<file path="src/rtl/fetch_ctrl_if.sv">
// ---------------------------------------------------------------------------
// fetch_ctrl_if
//
// Instruction-memory read bus between the fetch controller (master) and the
// instruction memory (slave).
//
// Handshake: the master raises mem_req with mem_addr. It holds both stable
// until the slave returns mem_ack. mem_rdata is valid only in a cycle with
// mem_ack=1. The transfer completes on the rising edge where mem_req and
// mem_ack are both 1. The master drops mem_req in the next cycle. An ack seen
// while mem_req=0 carries no meaning and the master ignores it.
//
// Signals:
//   mem_req    master -> slave  read request
//   mem_addr   master -> slave  32-bit byte address (word aligned)
//   mem_ack    slave  -> master read data valid / request accepted
//   mem_rdata  slave  -> master 32-bit instruction word
// ---------------------------------------------------------------------------
interface fetch_ctrl_if;
  logic        mem_req;
  logic [31:0] mem_addr;
  logic        mem_ack;
  logic [31:0] mem_rdata;

  modport master (
    output mem_req,
    output mem_addr,
    input  mem_ack,
    input  mem_rdata
  );

  modport slave (
    input  mem_req,
    input  mem_addr,
    output mem_ack,
    output mem_rdata
  );
endinterface

</file>
<file path="src/rtl/fetch_ctrl.sv">
// ---------------------------------------------------------------------------
// fetch_ctrl
//
// Fetch/branch sequencer for a simple in-order core. For each instruction the
// controller does the following, in order:
//   1. It samples the program counter from the PC block.
//   2. It issues one read on the instruction-memory bus.
//   3. It hands the word to the datapath and waits for exec_done.
//   4. It tells the PC block either to step sequentially (pc_advance) or to
//      redirect by a signed offset (branch / branch_offset).
//
// The FINISH_INSTR word ends the run. The controller then parks in a terminal
// state with finish_flag set. A misaligned PC, or a memory that never
// acknowledges, parks it in a terminal error state instead. Both terminal
// states are left only through reset.
//
// Parameters:
//   FINISH_INSTR  instruction word that ends execution
//   ACK_TIMEOUT   number of FETCH cycles allowed without mem_ack
//
// Ports:
//   clk            clock, rising edge
//   reset          asynchronous, active-high reset
//   pc_in          current program counter (signed)
//   mem            instruction memory bus (master side)
//   instr_out      fetched instruction, held through execution
//   instr_valid    instr_out is valid for the datapath (EXEC only)
//   exec_done      datapath consumed instr_out; compare flags valid
//   cmp_eq         rs1 == rs2
//   cmp_lt         signed rs1 < rs2
//   cmp_ltu        unsigned rs1 < rs2
//   pc_advance     one-cycle permit for sequential PC increment
//   branch         one-cycle PC redirect pulse
//   branch_offset  sign-extended byte offset for the redirect
//   finish_flag    sticky end-of-program indication
//   fetch_err      sticky error (ack timeout or misaligned pc_in)
//   fsm_state      current FSM state encoding, for observation
// ---------------------------------------------------------------------------
module fetch_ctrl #(
  parameter logic [31:0] FINISH_INSTR = 32'h00000073,
  parameter int          ACK_TIMEOUT  = 16
) (
  input  logic               clk,
  input  logic               reset,
  input  logic signed [31:0] pc_in,
  fetch_ctrl_if.master       mem,
  output logic        [31:0] instr_out,
  output logic               instr_valid,
  input  logic               exec_done,
  input  logic               cmp_eq,
  input  logic               cmp_lt,
  input  logic               cmp_ltu,
  output logic               pc_advance,
  output logic               branch,
  output logic signed [31:0] branch_offset,
  output logic               finish_flag,
  output logic               fetch_err,
  output logic        [2:0]  fsm_state
);

  // The counter must be able to hold ACK_TIMEOUT-1 (the last FETCH cycle).
  localparam int                 CNT_W    = $clog2(ACK_TIMEOUT + 1);
  localparam logic [CNT_W-1:0]   CNT_LAST = CNT_W'(ACK_TIMEOUT - 1);

  localparam logic [6:0] OPC_BRANCH = 7'b1100011;
  localparam logic [6:0] OPC_JAL    = 7'b1101111;

  typedef enum logic [2:0] {
    S_IDLE     = 3'd0,
    S_FETCH    = 3'd1,
    S_EXEC     = 3'd2,
    S_REDIRECT = 3'd3,
    S_ADVANCE  = 3'd4,
    S_DONE     = 3'd5,
    S_ERR      = 3'd6
  } state_t;

  state_t           state;
  logic [CNT_W-1:0] ack_cnt;
  logic             req_q;
  logic [31:0]      addr_q;

  assign mem.mem_req  = req_q;
  assign mem.mem_addr = addr_q;
  assign fsm_state    = state;

  // -------------------------------------------------------------------------
  // Branch decode. It works on the registered instruction, which is stable
  // for the whole of EXEC, so the taken decision and the offset are ready
  // when exec_done arrives.
  // -------------------------------------------------------------------------
  logic [6:0]  opcode;
  logic [2:0]  funct3;
  logic [31:0] b_offset;
  logic [31:0] j_offset;
  logic        taken;
  logic [31:0] target_offset;

  assign opcode = instr_out[6:0];
  assign funct3 = instr_out[14:12];

  // B-type immediate: 13 bits, bit 0 implied zero.
  assign b_offset = {{19{instr_out[31]}}, instr_out[31], instr_out[7],
                     instr_out[30:25], instr_out[11:8], 1'b0};

  // J-type immediate: 21 bits, bit 0 implied zero.
  assign j_offset = {{11{instr_out[31]}}, instr_out[31], instr_out[19:12],
                     instr_out[20], instr_out[30:21], 1'b0};

  always_comb begin
    taken         = 1'b0;
    target_offset = b_offset;
    if (opcode == OPC_JAL) begin
      taken         = 1'b1;
      target_offset = j_offset;
    end else if (opcode == OPC_BRANCH) begin
      case (funct3)
        3'b000:  taken = cmp_eq;
        3'b001:  taken = ~cmp_eq;
        3'b100:  taken = cmp_lt;
        3'b101:  taken = ~cmp_lt;
        3'b110:  taken = cmp_ltu;
        3'b111:  taken = ~cmp_ltu;
        // 010/011 are unused branch encodings: fall through as not taken.
        default: taken = 1'b0;
      endcase
    end
  end

  // -------------------------------------------------------------------------
  // Main FSM. All outputs are registered and are set on the edge that enters
  // the state that owns them. As a result each output is high exactly while
  // the FSM sits in that state.
  // -------------------------------------------------------------------------
  always_ff @(posedge clk or posedge reset) begin
    if (reset) begin
      state         <= S_IDLE;
      ack_cnt       <= '0;
      req_q         <= 1'b0;
      addr_q        <= '0;
      instr_out     <= '0;
      instr_valid   <= 1'b0;
      pc_advance    <= 1'b0;
      branch        <= 1'b0;
      branch_offset <= '0;
      finish_flag   <= 1'b0;
      fetch_err     <= 1'b0;
    end else begin
      case (state)
        S_IDLE: begin
          if (pc_in[1:0] != 2'b00) begin
            fetch_err <= 1'b1;
            state     <= S_ERR;
          end else begin
            addr_q  <= $unsigned(pc_in);
            ack_cnt <= '0;
            req_q   <= 1'b1;
            state   <= S_FETCH;
          end
        end

        S_FETCH: begin
          // An ack in the last allowed cycle still completes the fetch, so
          // the ack is tested before the timeout.
          if (mem.mem_ack) begin
            req_q     <= 1'b0;
            instr_out <= mem.mem_rdata;
            if (mem.mem_rdata == FINISH_INSTR) begin
              finish_flag <= 1'b1;
              state       <= S_DONE;
            end else begin
              instr_valid <= 1'b1;
              state       <= S_EXEC;
            end
          end else if (ack_cnt == CNT_LAST) begin
            req_q     <= 1'b0;
            fetch_err <= 1'b1;
            state     <= S_ERR;
          end else begin
            ack_cnt <= ack_cnt + 1'b1;
          end
        end

        S_EXEC: begin
          if (exec_done) begin
            instr_valid <= 1'b0;
            if (taken) begin
              branch        <= 1'b1;
              branch_offset <= target_offset;
              state         <= S_REDIRECT;
            end else begin
              pc_advance <= 1'b1;
              state      <= S_ADVANCE;
            end
          end
        end

        S_REDIRECT: begin
          branch <= 1'b0;
          state  <= S_IDLE;
        end

        S_ADVANCE: begin
          pc_advance <= 1'b0;
          state      <= S_IDLE;
        end

        S_DONE: begin
          req_q <= 1'b0;
        end

        S_ERR: begin
          req_q <= 1'b0;
        end

        // The unused encoding is treated as a fault and parks the FSM.
        default: begin
          req_q       <= 1'b0;
          instr_valid <= 1'b0;
          pc_advance  <= 1'b0;
          branch      <= 1'b0;
          fetch_err   <= 1'b1;
          state       <= S_ERR;
        end
      endcase
    end
  end

endmodule

</file>
<file path="src/flat_wrapper.sv">
// flat-port wrapper written by rule: the top's interface ports become plain ports
module fetch_ctrl_flat 
#(
  parameter logic [31:0] FINISH_INSTR = 32'h00000073,
  parameter int          ACK_TIMEOUT  = 16
)
  (clk, reset, pc_in, instr_out, instr_valid, exec_done, cmp_eq, cmp_lt, cmp_ltu, pc_advance, branch, branch_offset, finish_flag, fetch_err, fsm_state, mem_mem_req, mem_mem_addr, mem_mem_ack, mem_mem_rdata);
  fetch_ctrl_if mem_i ();
  input  logic clk;
  input  logic reset;
  input  logic signed [31:0] pc_in;
  output logic        [31:0] instr_out;
  output logic instr_valid;
  input  logic exec_done;
  input  logic cmp_eq;
  input  logic cmp_lt;
  input  logic cmp_ltu;
  output logic pc_advance;
  output logic branch;
  output logic signed [31:0] branch_offset;
  output logic finish_flag;
  output logic fetch_err;
  output logic        [2:0] fsm_state;
  output wire logic [$bits(mem_i.mem_req)-1:0] mem_mem_req;
  output wire logic [$bits(mem_i.mem_addr)-1:0] mem_mem_addr;
  input wire logic [$bits(mem_i.mem_ack)-1:0] mem_mem_ack;
  input wire logic [$bits(mem_i.mem_rdata)-1:0] mem_mem_rdata;
  assign mem_mem_req = mem_i.mem_req;
  assign mem_mem_addr = mem_i.mem_addr;
  assign mem_i.mem_ack = mem_mem_ack;
  assign mem_i.mem_rdata = mem_mem_rdata;
  fetch_ctrl #(.FINISH_INSTR(FINISH_INSTR), .ACK_TIMEOUT(ACK_TIMEOUT)) u_core (.clk(clk), .reset(reset), .pc_in(pc_in), .mem(mem_i), .instr_out(instr_out), .instr_valid(instr_valid), .exec_done(exec_done), .cmp_eq(cmp_eq), .cmp_lt(cmp_lt), .cmp_ltu(cmp_ltu), .pc_advance(pc_advance), .branch(branch), .branch_offset(branch_offset), .finish_flag(finish_flag), .fetch_err(fetch_err), .fsm_state(fsm_state));
endmodule
</file>
<file path="config.mk">
export PLATFORM = sky130hd
export DESIGN_NAME = fetch_ctrl_flat
export DESIGN_NICKNAME = d
export VERILOG_FILES = /design/src/rtl/fetch_ctrl_if.sv /design/src/rtl/fetch_ctrl.sv /design/src/flat_wrapper.sv
export SDC_FILE = /design/constraint.sdc
export NUM_CORES = 1
export LEC_CHECK = 0
export BUFFER_PORTS_ARGS = -buffer_cell sky130_fd_sc_hd__buf_2
export CORE_UTILIZATION = 40
export DETAILED_ROUTE_END_ITERATION = 8
export MAX_ROUTING_LAYER = met4
export PLACE_DENSITY = 0.66
export SYNTH_ARGS = -nofsm -noshare
export SYNTH_HDL_FRONTEND = slang
export SYNTH_SLANG_ARGS = --single-unit
</file>
<file path="constraint.sdc">
create_clock -name clk -period 6.2 [get_ports clk]
set_input_delay 1.24 -clock clk [delete_from_list [all_inputs] [get_ports clk]]
set_output_delay 1.24 -clock clk [all_outputs]
set_load 0.005 [all_outputs]
</file>
After elaboration in Yosys (flattened, before gate mapping)
Index checks and enable logic that the tools add are counted.
{"block": "word_totals", "wordCells": 103, "inputBits": 71, "register_bits": 99}
{"block": "op_classes", "n_reduce_logical": 22, "addsub": 1, "eq_ne": 26, "mux": 33, "n_bitwise": 10}
{"cell": "32-bit by 7-bit equality test with 1-bit output (second input constant)", "count": 1}
{"cell": "3-bit equality test (second input constant)", "count": 7}
{"cell": "20-bit two-way mux", "count": 1}
{"cell": "5-bit OR reduction", "count": 4}
{"cell": "3-bit two-way mux", "count": 6}
{"cell": "3-bit AND reduction", "count": 6}
{"cell": "1-bit two-way mux", "count": 15}
{"cell": "5-bit two-way mux", "count": 3}
{"cell": "3-bit case mux with 5 select lines", "count": 1}
{"cell": "7-bit equality test (second input constant)", "count": 2}
{"cell": "2-bit != test (second input constant)", "count": 7}
{"cell": "4-bit AND reduction", "count": 3}
{"cell": "1-bit inverter", "count": 10}
{"cell": "5-bit case mux with 2 select lines", "count": 1}
{"cell": "1-bit case mux with 3 select lines", "count": 3}
{"cell": "3-bit by 1-bit equality test with 1-bit output (second input constant)", "count": 2}
{"cell": "3-bit by 2-bit equality test with 1-bit output (second input constant)", "count": 2}
{"cell": "3-bit logical NOT", "count": 2}
{"cell": "2-bit by 1-bit != test with 1-bit output (second input constant)", "count": 3}
{"cell": "1-bit case mux with 6 select lines", "count": 1}
{"cell": "5-bit by 1-bit adder with 5-bit output (second input constant)", "count": 1}
{"cell": "5-bit by 4-bit equality test with 1-bit output (second input constant)", "count": 1}
{"cell": "1-bit case mux with 2 select lines", "count": 2}
{"cell": "2-bit AND reduction", "count": 2}
{"cell": "other kinds (4)", "count": 6}

Depth between registers and ports, before layout
Gate-level depths: netlist (run 1).
{"block": "logic_depth", "word_depth": 7, "depth_mapped": 7, "mapped_depth_nobuf": 7}

Worst setup path before layout (run 1)
Ideal clock, no wire load.
{"block": "synth_timing", "path_type": "input port to flip-flop", "start": "input port cmp_eq", "end": "register u_core.branch_offset[20]", "arrival_time_ns": 2.370, "slack_ns": 3.705, "required_time_ns": 6.075, "path_stages": 5, "path_cell_list": "xnor2_1 > o32ai_1 > o21ba_4 > buf_6 > mux2_2"}
{"block": "synth_between", "elab_chain_len": 5}
{"item": "start: declaration", "line": "flat_wrapper.sv:15", "rtl": "input logic cmp_eq;"}
{"item": "1-bit inverter", "line": "fetch_ctrl.sv:119", "rtl": "3'b001: taken = ~cmp_eq;"}
{"item": "1-bit case mux with 6 select lines *", "line": "fetch_ctrl.sv:117", "rtl": "case (funct3)"}
{"item": "1-bit two-way mux *", "line": "fetch_ctrl.sv:116", "rtl": "end else if (opcode == OPC_BRANCH) begin"}
{"item": "1-bit two-way mux *", "line": "fetch_ctrl.sv:113", "rtl": "if (opcode == OPC_JAL) begin"}
{"item": "3-bit AND reduction (no source line) *"}
{"item": "end signal: assignment", "line": "fetch_ctrl.sv:189", "rtl": "branch_offset <= target_offset;"}
{"item": "end: declaration", "line": "fetch_ctrl.sv:55", "rtl": "output logic signed [31:0] branch_offset,"}
Mark *: on every way between the ends. The rest lies on a longest branch, timed or not.
A chain may end at the register's enable or synchronous reset.

Worst setup path in the final report (run 1)
{"block": "layout_timing", "start": "input port cmp_eq", "end": "register u_core.branch_offset[10]"}
Same word-level chain as after synthesis.

==> flow_metrics.env, run 1 <==
export IMPL_path_class="in -> reg"
export IMPL_post_route_cell_area_mm2=0.00547
export IMPL_path_clk_slew_ps=90
export IMPL_layout_setup_ws_ps=3710
export IMPL_finClkSkew_ps=12.1
export IMPL_grt_total_usage_pct=18.6
export IMPL_core_area_mm2=0.0109
export IMPL_synth_nets=476
export IMPL_cap_violations=0
export IMPL_synth_edf_count=0
export IMPL_crit_slowest_cell="o21ba_4"
export IMPL_power_switching_mw=0.327
export IMPL_rsz0062_at_grt="no"
export IMPL_synth_seq_cells=98
export IMPL_detail_route_antenna_nets=0
export IMPL_grt_max_degree=56
export IMPL_clockBufferDepth=2
export IMPL_cts_inserted_buffers=9
export IMPL_cts_resized=0
export IMPL_cts_tree="done"
export IMPL_syn_to_final_growth_pct=22.1
export IMPL_clockPowerShare_pct=33.2
export IMPL_drc=0
export IMPL_synth_ff_type="dfrtp_1"
export IMPL_netlist_instances=403
export IMPL_syn_cell_area_mm2=0.00448
export IMPL_clock_latency_ps=360
export IMPL_tightest_slew_ps=1040
export IMPL_path_cells="buf_2 > xnor2_1 > o32ai_1 > o21ba_4 > mux2_2"
export IMPL_cts_hold_buf=0
export IMPL_vias=3495
export IMPL_clock_fmax_mhz=401
export IMPL_routed_wl_um=10400
export IMPL_finalSetupViolations=0
export IMPL_seqPwrFrac_pct=55.4
export IMPL_first_pass_iters=4
export IMPL_internal_power_mw=0.952
export IMPL_grt_pass1_wl_um=16000
export IMPL_setup_worst_path_end_class="flip-flop"
export IMPL_powerDensity_mw_per_mm2=234
export IMPL_viasPerCell=5.02
export IMPL_fp_dieArea_mm2=0.0116
export IMPL_ys_seq_area_share_pct=54.7
export IMPL_num_rows=38
export IMPL_n_antenna_cell=0
export IMPL_post_cts_setup_buffer_count=0
export IMPL_syn_avg_cell_area_um2=11.1
export IMPL_worstPathArrival_ps=2740
export IMPL_post_dp_hpwl_um=7580
export IMPL_drv_slew=0
export IMPL_grt_antenna_before_repair=0
export IMPL_ys_types=56
export IMPL_combPwrFrac_pct=11.4
export IMPL_switching_share_pct=25.5
export IMPL_dpl_instance_area_mm2=0.00527
export IMPL_wl_per_cell_um=15.0
export IMPL_gp_congestion=0.770
export IMPL_synthArstFlopShare_pct=100
export IMPL_hold_viol=0
export IMPL_irDropWorstVdd_mv=0.124
export IMPL_clock_sinks=98
export IMPL_dp_slack_ps=3320
export IMPL_hold_class="reg -> reg"
export IMPL_overflow=0
export IMPL_start_util_pct=41.2
export IMPL_root_buffer="clkbuf_8"
export IMPL_worstSetupStartpointType="input pin"
export IMPL_pin_count=176
export IMPL_grt_pass1_vias=3248
export IMPL_die_w_um=108
export IMPL_cts_htree_levels=3
export IMPL_die_height_um=108
export IMPL_fin_util_pct=50.3
export IMPL_final_common_cell="buf_2"
export IMPL_drive_gt1_share_pct=44.4
export IMPL_p_leak_nw=3.03
export IMPL_status="finished clean"
export IMPL_drtIter0Drc=130
export IMPL_relSlewSlack_pct=30.3
export IMPL_final_cell_mix="174 x buf_2, 98 x dfrtp_1, 94 x nand2_1"
export IMPL_worst_path_largest_cell_delay_ps=490
export IMPL_critPathMaxFanout=21
export IMPL_min_period_ps=2490
export IMPL_r2r_slack_ps=3840
export IMPL_fin_crit_sh_pct=40.2
export IMPL_setup_tns_ps=0
export IMPL_required_ps=6450
export IMPL_yosysWarnings=0
export IMPL_portBuffers=174
export IMPL_nets=624
-- path summary, 6_finish.rpt --
check / from / to / cells after the start
max in group asynchronous: reset / u_core.mem.mem_addr[3] / 3
max: cmp_eq / u_core.branch_offset[10] / 5
max reg2reg: u_core.fsm_state[0] / u_core.instr_out[24] / 3
min reg2reg: u_core.mem.mem_addr[19] / u_core.mem.mem_addr[19] / 2
min: u_core.mem.mem_addr[19] / u_core.mem.mem_addr[19] / 2
min in group asynchronous: reset / u_core.mem.mem_addr[16] / 2
-- final cells by class --
cell class	count	area (um2)
Clock inverter	5	60.1
Clock buffer	11	141
Fill cell	1023	5420
Inverter	14	55.1
Multi-Input combinational cell	252	1700
Sequential cell	98	2450
Tap cell	140	175
Timing Repair Buffer	176	886
-- synthesized netlist by cell type, drive strengths merged (2+ instances only) --
cell type	n	area (um2)
nand2b	3	18.8
ha	2	25.0
nor2	11	57.6
nor2b	2	12.5
and3	2	12.5
nand3b	2	15.0
clkbuf	11	42.5
mux2i	9	90.1
a21oi	13	65.1
a21o	3	22.5
or3b	2	17.5
buf	28	231
dfrtp	98	2450
o21ai	8	40.0
mux2	48	548
nor3	3	15.0
and4b	2	23.8
xnor2	4	35.0
nand2	94	353
and4	2	17.5
nor4	8	56.3
and2	5	31.3
o2bb2ai	3	26.3
nand4	4	25.0
inv	14	52.6
-- kinds of logic (layout without fill, tap and decap cells) --
group | Yosys count | after routing | share of synthesized area, %
AO/OA/AOI/OAI | 42 | 42 | 6.42
XOR/XNOR | 4 | 4 | 0.782
adder cells (fa/ha/maj) | 2 | 2 | 0.558
buffers and inverters | 53 | 206 | 7.29
flip-flops | 98 | 98 | 54.7
multiplexers | 57 | 57 | 14.2
other | 1 | 1 | 0.0837
AND/OR/NAND/NOR | 146 | 146 | 15.9
-- routing by layer --
| metal | share of wire [%] | GRT usage (%) | vias to the layer above |
|---|---|---|---|
| met4 | 0.80 | 5.19 | 0 |
| met2 | 47 | 29.5 | 137 |
| met3 | 6.2 | 4.54 | 8 |
| met1 | 46 | 23.6 | 1706 |
| li1 | - | - | 1644 |
| met5 | 0 | - | - |
-- critical path: cells and delay by family --
kind | cells | cell delay, ps
AOI/OAI and AO/OA | 2 | 880
muxes | 1 | 390
xor gates and xnor gates | 1 | 120
buffers and inverters | 1 | 100
-- power groups by stage --
stage	clock, mW	combinational (mW)	sequential [mW]
floorplan	0	0.0774	0.714
finish	0.425	0.145	0.709
CTS	0.441	0.148	0.709
detailed placement	0	0.147	0.721
global placement	0	0.143	0.720
global route	0.462	0.164	0.715
-- state kept, by name, indices dropped and copies added (netlist names) --
signal	cells
u_core.pc_advance	1
u_core.finish_flag	1
u_core.fetch_err	1
u_core.fsm_state	3
u_core.branch	1
u_core.branch_offset	20
u_core.instr_valid	1
u_core.mem.mem_addr	32
u_core.instr_out	32
u_core.mem.mem_req	1
u_core.ack_cnt	5
-- metrics by stage --
step | power (mW) | hold slack (ps) | instances
2_1_floorplan | 0.791 | 451 | 403
3_3_place_gp | 0.863 | 453 | 680
3_5_place_dp | 0.868 | 458 | 680
4_1_cts | 1.30 | 481 | 696
5_1_grt | 1.34 | 505 | 696
6_report | 1.28 | 481 | 696
(Power assumes the default switching activity.)
==> run 2: changes to the inputs <==
- clock period: 6.2 -> 2.31 ns (I/O delays scaled with it)
==> run 2 against run 1 <==
Net effect: global-route usage is 0.41 points higher; sequential cell count stayed put; highest routed layer unchanged; clock-buffer cell count is 1 lower; sequential power increased to 2.7 times the previous value; setup slack got worse by 3400 ps; combinational power rose to 2.9 times the previous value; design area grew 1.7%; first-iteration DRC count rose by 45%.
==> flow_metrics.env, run 2 (synthesis results as in run 1) <==
export IMPL_status="finished clean"
export IMPL_path_clk_slew_ps=90
export IMPL_clockBufferDepth=2
export IMPL_cts_inserted_buffers=9
export IMPL_post_cts_setup_buffer_count=0
export IMPL_die_height_um=108
export IMPL_seqPwrFrac_pct=53.6
export IMPL_portBuffers=174
export IMPL_root_buffer="clkbuf_8"
export IMPL_pin_count=176
export IMPL_grt_pass1_wl_um=16500
export IMPL_finClkSkew_ps=7.32
export IMPL_final_common_cell="buf_2"
export IMPL_setup_tns_ps=0
export IMPL_first_pass_iters=4
export IMPL_final_cell_mix="174 x buf_2, 98 x dfrtp_1, 94 x nand2_1"
export IMPL_crit_slowest_cell="o21ba_4"
export IMPL_vias=3452
export IMPL_nets=631
export IMPL_grt_pass1_vias=3389
export IMPL_clock_fmax_mhz=488
export IMPL_viasPerCell=4.92
export IMPL_hold_viol=0
export IMPL_grt_max_degree=64
export IMPL_path_class="reg -> reg"
export IMPL_fp_dieArea_mm2=0.0116
export IMPL_cp_num_buf_inv=0
export IMPL_cts_htree_levels=3
export IMPL_drv_slew=0
export IMPL_post_route_cell_area_mm2=0.00556
export IMPL_required_ps=2550
export IMPL_worstPathArrival_ps=2290
export IMPL_core_area_mm2=0.0109
export IMPL_p_leak_nw=3.07
export IMPL_cap_violations=0
export IMPL_irDropWorstVdd_mv=0.289
export IMPL_wl_per_cell_um=14.8
export IMPL_grt_total_usage_pct=19.0
export IMPL_grt_antenna_before_repair=0
export IMPL_n_antenna_cell=0
export IMPL_cts_resized=0
export IMPL_critPathMaxFanout=21
export IMPL_switching_share_pct=24.3
export IMPL_power_switching_mw=0.854
export IMPL_drc=0
export IMPL_syn_to_final_growth_pct=24.2
export IMPL_num_rows=38
export IMPL_cts_tree="done"
export IMPL_min_period_ps=2050
export IMPL_clock_sinks=98
export IMPL_overflow=0
export IMPL_tightest_slew_ps=692
export IMPL_clock_latency_ps=350
export IMPL_drive_gt1_share_pct=45.1
export IMPL_die_w_um=108
export IMPL_worst_path_largest_cell_delay_ps=480
export IMPL_crit_family="compound AO/OA/AOI/OAI gates"
export IMPL_path_cells="xnor2_1 > o32ai_1 > o21ba_4 > mux2_2"
export IMPL_powerDensity_mw_per_mm2=632
export IMPL_post_dp_hpwl_um=7720
export IMPL_fin_crit_sh_pct=88.7
export IMPL_drtIter0Drc=188
export IMPL_routed_wl_um=10300
export IMPL_start_util_pct=41.2
export IMPL_hold_class="in -> async"
export IMPL_setup_worst_path_end_class="flip-flop"
export IMPL_finalSetupViolations=0
export IMPL_internal_power_mw=2.66
export IMPL_gp_congestion=0.815
export IMPL_dpl_instance_area_mm2=0.00535
export IMPL_cts_hold_buf=0
export IMPL_worstSetupStartpointType="flip-flop"
export IMPL_detail_route_antenna_nets=0
export IMPL_r2r_slack_ps=260
export IMPL_relSlewSlack_pct=53.3
export IMPL_rsz0062_at_grt="no"
export IMPL_clockPowerShare_pct=34.5
export IMPL_combPwrFrac_pct=11.9
run 2: cell types whose count changed in the layout (fill, tap and decap cells not counted):
cell and change:
inv_4 -1, bufinv_16 +1, inv_6 -1, clkbuf_1 -1, clkinv_2 -1, buf_4 +5, buf_12 +2, clkinvlp_4 +1
run 2: power by group through the flow:
stage	clock (mW)	combinational (mW)	sequential [mW]
after global routing	1.32	0.469	1.90
final	1.21	0.417	1.89
after global placement	0	0.411	1.91
after floorplan	0	0.208	1.92
after detailed placement	0	0.424	1.92
after CTS	1.25	0.425	1.89
run 2: worst reg2reg max path, stage by stage, from the launching register on:
cell and delay (ps):
dfrtp_1 460, xnor2_1 160, o32ai_1 440, o21ba_4 480, mux2_2 400
run 2: worst paths after layout:
path	end	cells past startpoint	startpoint
max	u_core.branch_offset[7]	4	u_core.instr_out[12]
min	u_core.mem.mem_addr[29]	3	reset
max reg2reg	u_core.branch_offset[7]	4	u_core.instr_out[12]
min reg2reg	u_core.mem.mem_addr[12]	2	u_core.mem.mem_addr[12]
max in group asynchronous	u_core.fsm_state[1]	3	reset
min in group clk	u_core.mem.mem_addr[9]	3	pc_in[9]
run 2: metrics by stage:
step	hold WS, ps	util [%]	std cells	power (mW)	setup WS, ps
floorplan	451	-	403	2.12	485
global placement	454	49.1	687	2.33	299
global route	198	51.1	701	3.69	119
CTS	194	51.1	701	3.56	271
detailed placement	457	49.1	687	2.34	214
finish	197	51.1	701	3.52	261
run 2: cell type report:
type	instances	area (um2)
Multi-Input combinational cell	252	1700
Timing Repair Buffer	183	963
Sequential cell	98	2450
Clock inverter	4	76.3
Inverter	14	56.3
Tap cell	140	175
Clock buffer	10	138
Fill cell	993	5330
run 2: layer usage:
layer / part of all wire, % / wire, um / vias up / global-route usage [%]
met2: 46 / 4730 / 142 / 29.6
met1: 46 / 4780 / 1628 / 24.4
met3: 6.0 / 621 / 16 / 4.00
li1: - / - / 1666 / -
met4: 2.1 / 214 / 0 / 6.85
met5: 0 / 0 / - / -
==> run 3: changes to the inputs <==
- ABC_AREA: unset -> 1
- CAP_MARGIN: unset -> 30
- CORE_ASPECT_RATIO: unset -> 0.9
==> run 3 against run 2 <==
Net effect: combinational power grew 90%; die area grew 1.3%; clock power grew 15%; largest cell class unchanged; cell count grew 21%; via count grew 14%; critical path type unchanged; core utilization grew 0.59 points; clock-buffer cell count grew 3; total power grew 24%; first-iteration DRC count grew 14%.
==> flow_metrics.env, run 3 <==
export IMPL_overflow=0
export IMPL_layout_setup_ws_ps=478
export IMPL_synth_area_leaders="dfrtp_1 54%, nand2_1 17%, inv_1 4.3%, o21ai_0 4.0%, buf_4 3.3%"
export IMPL_netlist_instances=539
export IMPL_use_met1_pct=24.2
export IMPL_vias=3930
export IMPL_fp_dieArea_mm2=0.0118
export IMPL_final_common_cell="nand2_1"
export IMPL_setup_worst_path_end_class="flip-flop"
export IMPL_ys_seq_area_share_pct=54.0
export IMPL_ys_types=34
export IMPL_gr_max_usage_layer="met2"
export IMPL_clock_fmax_mhz=546
export IMPL_cap_violations=0
export IMPL_grt_max_degree=99
export IMPL_drive_gt1_share_pct=32.3
export IMPL_viasPerCell=4.63
export IMPL_dp_slack_ps=399
export IMPL_fillCellCount=1075
export IMPL_p_total_mw=4.36
export IMPL_grt_total_usage_pct=19.8
export IMPL_cts_hold_buf=0
export IMPL_worstPathArrival_ps=2050
export IMPL_hold_class="in -> async"
export IMPL_combPwrFrac_pct=18.2
export IMPL_synth_nets=612
export IMPL_relSlewSlack_pct=62.9
export IMPL_cts_resized=0
export IMPL_hold_viol=0
export IMPL_required_ps=2520
export IMPL_synth_ff_type="dfrtp_1"
export IMPL_critical_path_most_common_cell="nand2_1"
export IMPL_p_leak_nw=3.32
export IMPL_internal_power_mw=3.15
export IMPL_path_clk_slew_ps=60
export IMPL_min_period_ps=1830
export IMPL_power_switching_mw=1.21
export IMPL_clockBufferDepth=2
export IMPL_synth_commonest_cells="207 x nand2_1, 98 x dfrtp_1, 52 x inv_1"
export IMPL_path_cells="inv_1 > nand2_1 > nand3_1 > nand3_1 > nand2_1 > nand2_1 > nand2_2 > nand3_4 > nand2_1 > o21ai_2"
export IMPL_nets=765
export IMPL_finClkSkew_ps=10.5
export IMPL_synthArstFlopShare_pct=100
export IMPL_drc=0
export IMPL_first_pass_iters=4
export IMPL_portBuffers=174
export IMPL_drv_slew=0
export IMPL_clockPowerShare_pct=32.0
export IMPL_fin_hold_ws_ps=212
export IMPL_grt_antenna_before_repair=0
export IMPL_cp_num_buf_inv=1
export IMPL_die_height_um=103
export IMPL_fin_crit_sh_pct=79.3
export IMPL_clock_sinks=98
export IMPL_final_cell_mix="207 x nand2_1, 174 x buf_2, 98 x dfrtp_1"
export IMPL_synth_seq_cells=98
export IMPL_synth_most_common_cell="nand2_1"
export IMPL_seqPwrFrac_pct=49.9
export IMPL_grt_pass1_vias=3603
export IMPL_clock_latency_ps=350
export IMPL_finalSetupViolations=0
export IMPL_routed_wl_um=10700
export IMPL_cts_inserted_buffers=9
export IMPL_powerDensity_mw_per_mm2=770
export IMPL_synth_edf_count=0
export IMPL_yosysWarnings=0
export IMPL_tightest_slew_ps=557
export IMPL_wl_per_cell_um=12.6
export IMPL_setup_tns_ps=0
export IMPL_pin_count=176
export IMPL_n_antenna_cell=0
export IMPL_irDropWorstVdd_mv=0.453
export IMPL_drtIter0Drc=215
export IMPL_critPathMaxFanout=40
export IMPL_syn_avg_cell_area_um2=8.43
export IMPL_num_rows=36
export IMPL_fin_util_pct=51.7
export IMPL_gp_congestion=0.875
export IMPL_syn_to_final_growth_pct=24.5
export IMPL_worst_path_largest_cell_delay_ps=440
export IMPL_post_dp_hpwl_um=7820
export IMPL_crit_family="simple AND/OR/NAND/NOR gates"
export IMPL_detail_route_antenna_nets=0
export IMPL_post_cts_setup_buffer_count=0
export IMPL_yosys_area_top_type="dfrtp_1"
export IMPL_grt_pass1_wl_um=17300
export IMPL_switching_share_pct=27.8
export IMPL_die_w_um=114
export IMPL_cts_tree="done"
export IMPL_rsz0062_at_grt="no"
export IMPL_status="finished clean"
export IMPL_grt_met2_usage_pct=31.6
export IMPL_yosysTopAreaCellShare_pct=54.0
export IMPL_cts_htree_levels=3
export IMPL_root_buffer="clkbuf_16"
export IMPL_grt_use_met3_pct=6.76
export IMPL_start_util_pct=41.5
export IMPL_syn_cell_area_mm2=0.00454
export IMPL_core_area_mm2=0.0109
export IMPL_path_class="reg -> reg"
export IMPL_worstSetupStartpointType="flip-flop"
export IMPL_crit_slowest_cell="dfrtp_1"
run 3: changes by cell type after synthesis, moves of 11 or more:
cell,delta
nand3_1,+14
nor2_1,+17
mux2_2,-45
a21oi_1,-11
nand2_1,+113
inv_1,+38
o21ai_2,+12
o21ai_0,+28
run 3: final cells by class:
cell class              instances  area [um2]  share of cell area [%]
flip-flops and latches         98        2450                    43.4
clock buffers                  13         260                    4.60
multi-input cells             346        1590                    28.1
well taps                     152         190                    3.36
clock inverters                 2        12.5                   0.221
inverters                      55         210                    3.72
repair buffers                182         943                    16.7
run 3: path summary, 6_finish.rpt:
path,start,slack [ps],depth (start not counted),to
max in group asynchronous,reset,1640,3,u_core.mem.mem_addr[11]
min in group clk,pc_in[24],310,3,u_core.mem.mem_addr[24]
max,u_core.instr_out[14],480,10,u_core.branch_offset[1]
min reg2reg,u_core.mem.mem_addr[1],460,2,u_core.mem.mem_addr[1]
max reg2reg,u_core.instr_out[14],480,10,u_core.branch_offset[1]
min,reset,210,3,u_core.mem.mem_addr[26]
run 3: cell families (layout without fill, tap and decap cells):
group                      Yosys count  after routing  share of synthesized area [%]
AOI/OAI and AO/OA                   62             62                           7.99
other                                1              1                         0.0826
muxes                                5              5                           1.10
DFF                                 98             98                           54.0
adders and majority gates            2              2                          0.551
and+or+nand+nor                    276            276                           25.2
buffers and inverters               95            252                           11.0
run 3: per-layer routing:
layer / wire [um] / up-vias
met5: 0 / -
met4: 44 / 0
met1: 4940 / 1818
li1: - / 1949
met3: 825 / 4
met2: 4910 / 159
run 3: power groups by stage:
| stage | registers [mW] | logic, mW | clock network [mW] |
|---|---|---|---|
| 5_1_grt | 2.21 | 0.923 | 1.53 |
| 2_1_floorplan | 2.19 | 0.402 | 0 |
| 3_3_place_gp | 2.18 | 0.790 | 0 |
| 4_1_cts | 2.17 | 0.807 | 1.45 |
| 6_report | 2.17 | 0.792 | 1.39 |
| 3_5_place_dp | 2.19 | 0.807 | 0 |
run 3: worst reg2reg max path, cell delays in order (launching register included):
cell and delay [ps]:
dfrtp_1 440, inv_1 120, nand2_1 60, nand3_1 70, nand3_1 70, nand2_1 90, nand2_1 70, nand2_2 120
nand3_4 380, nand2_1 210, o21ai_2 70
run 3: per-stage QoR:
step | std cells | instance area [um2]
after global routing | 848 | 5660
after global placement | 833 | 5380
after floorplan | 539 | 4550
final | 848 | 5660
after detailed placement | 833 | 5380
after CTS | 848 | 5660
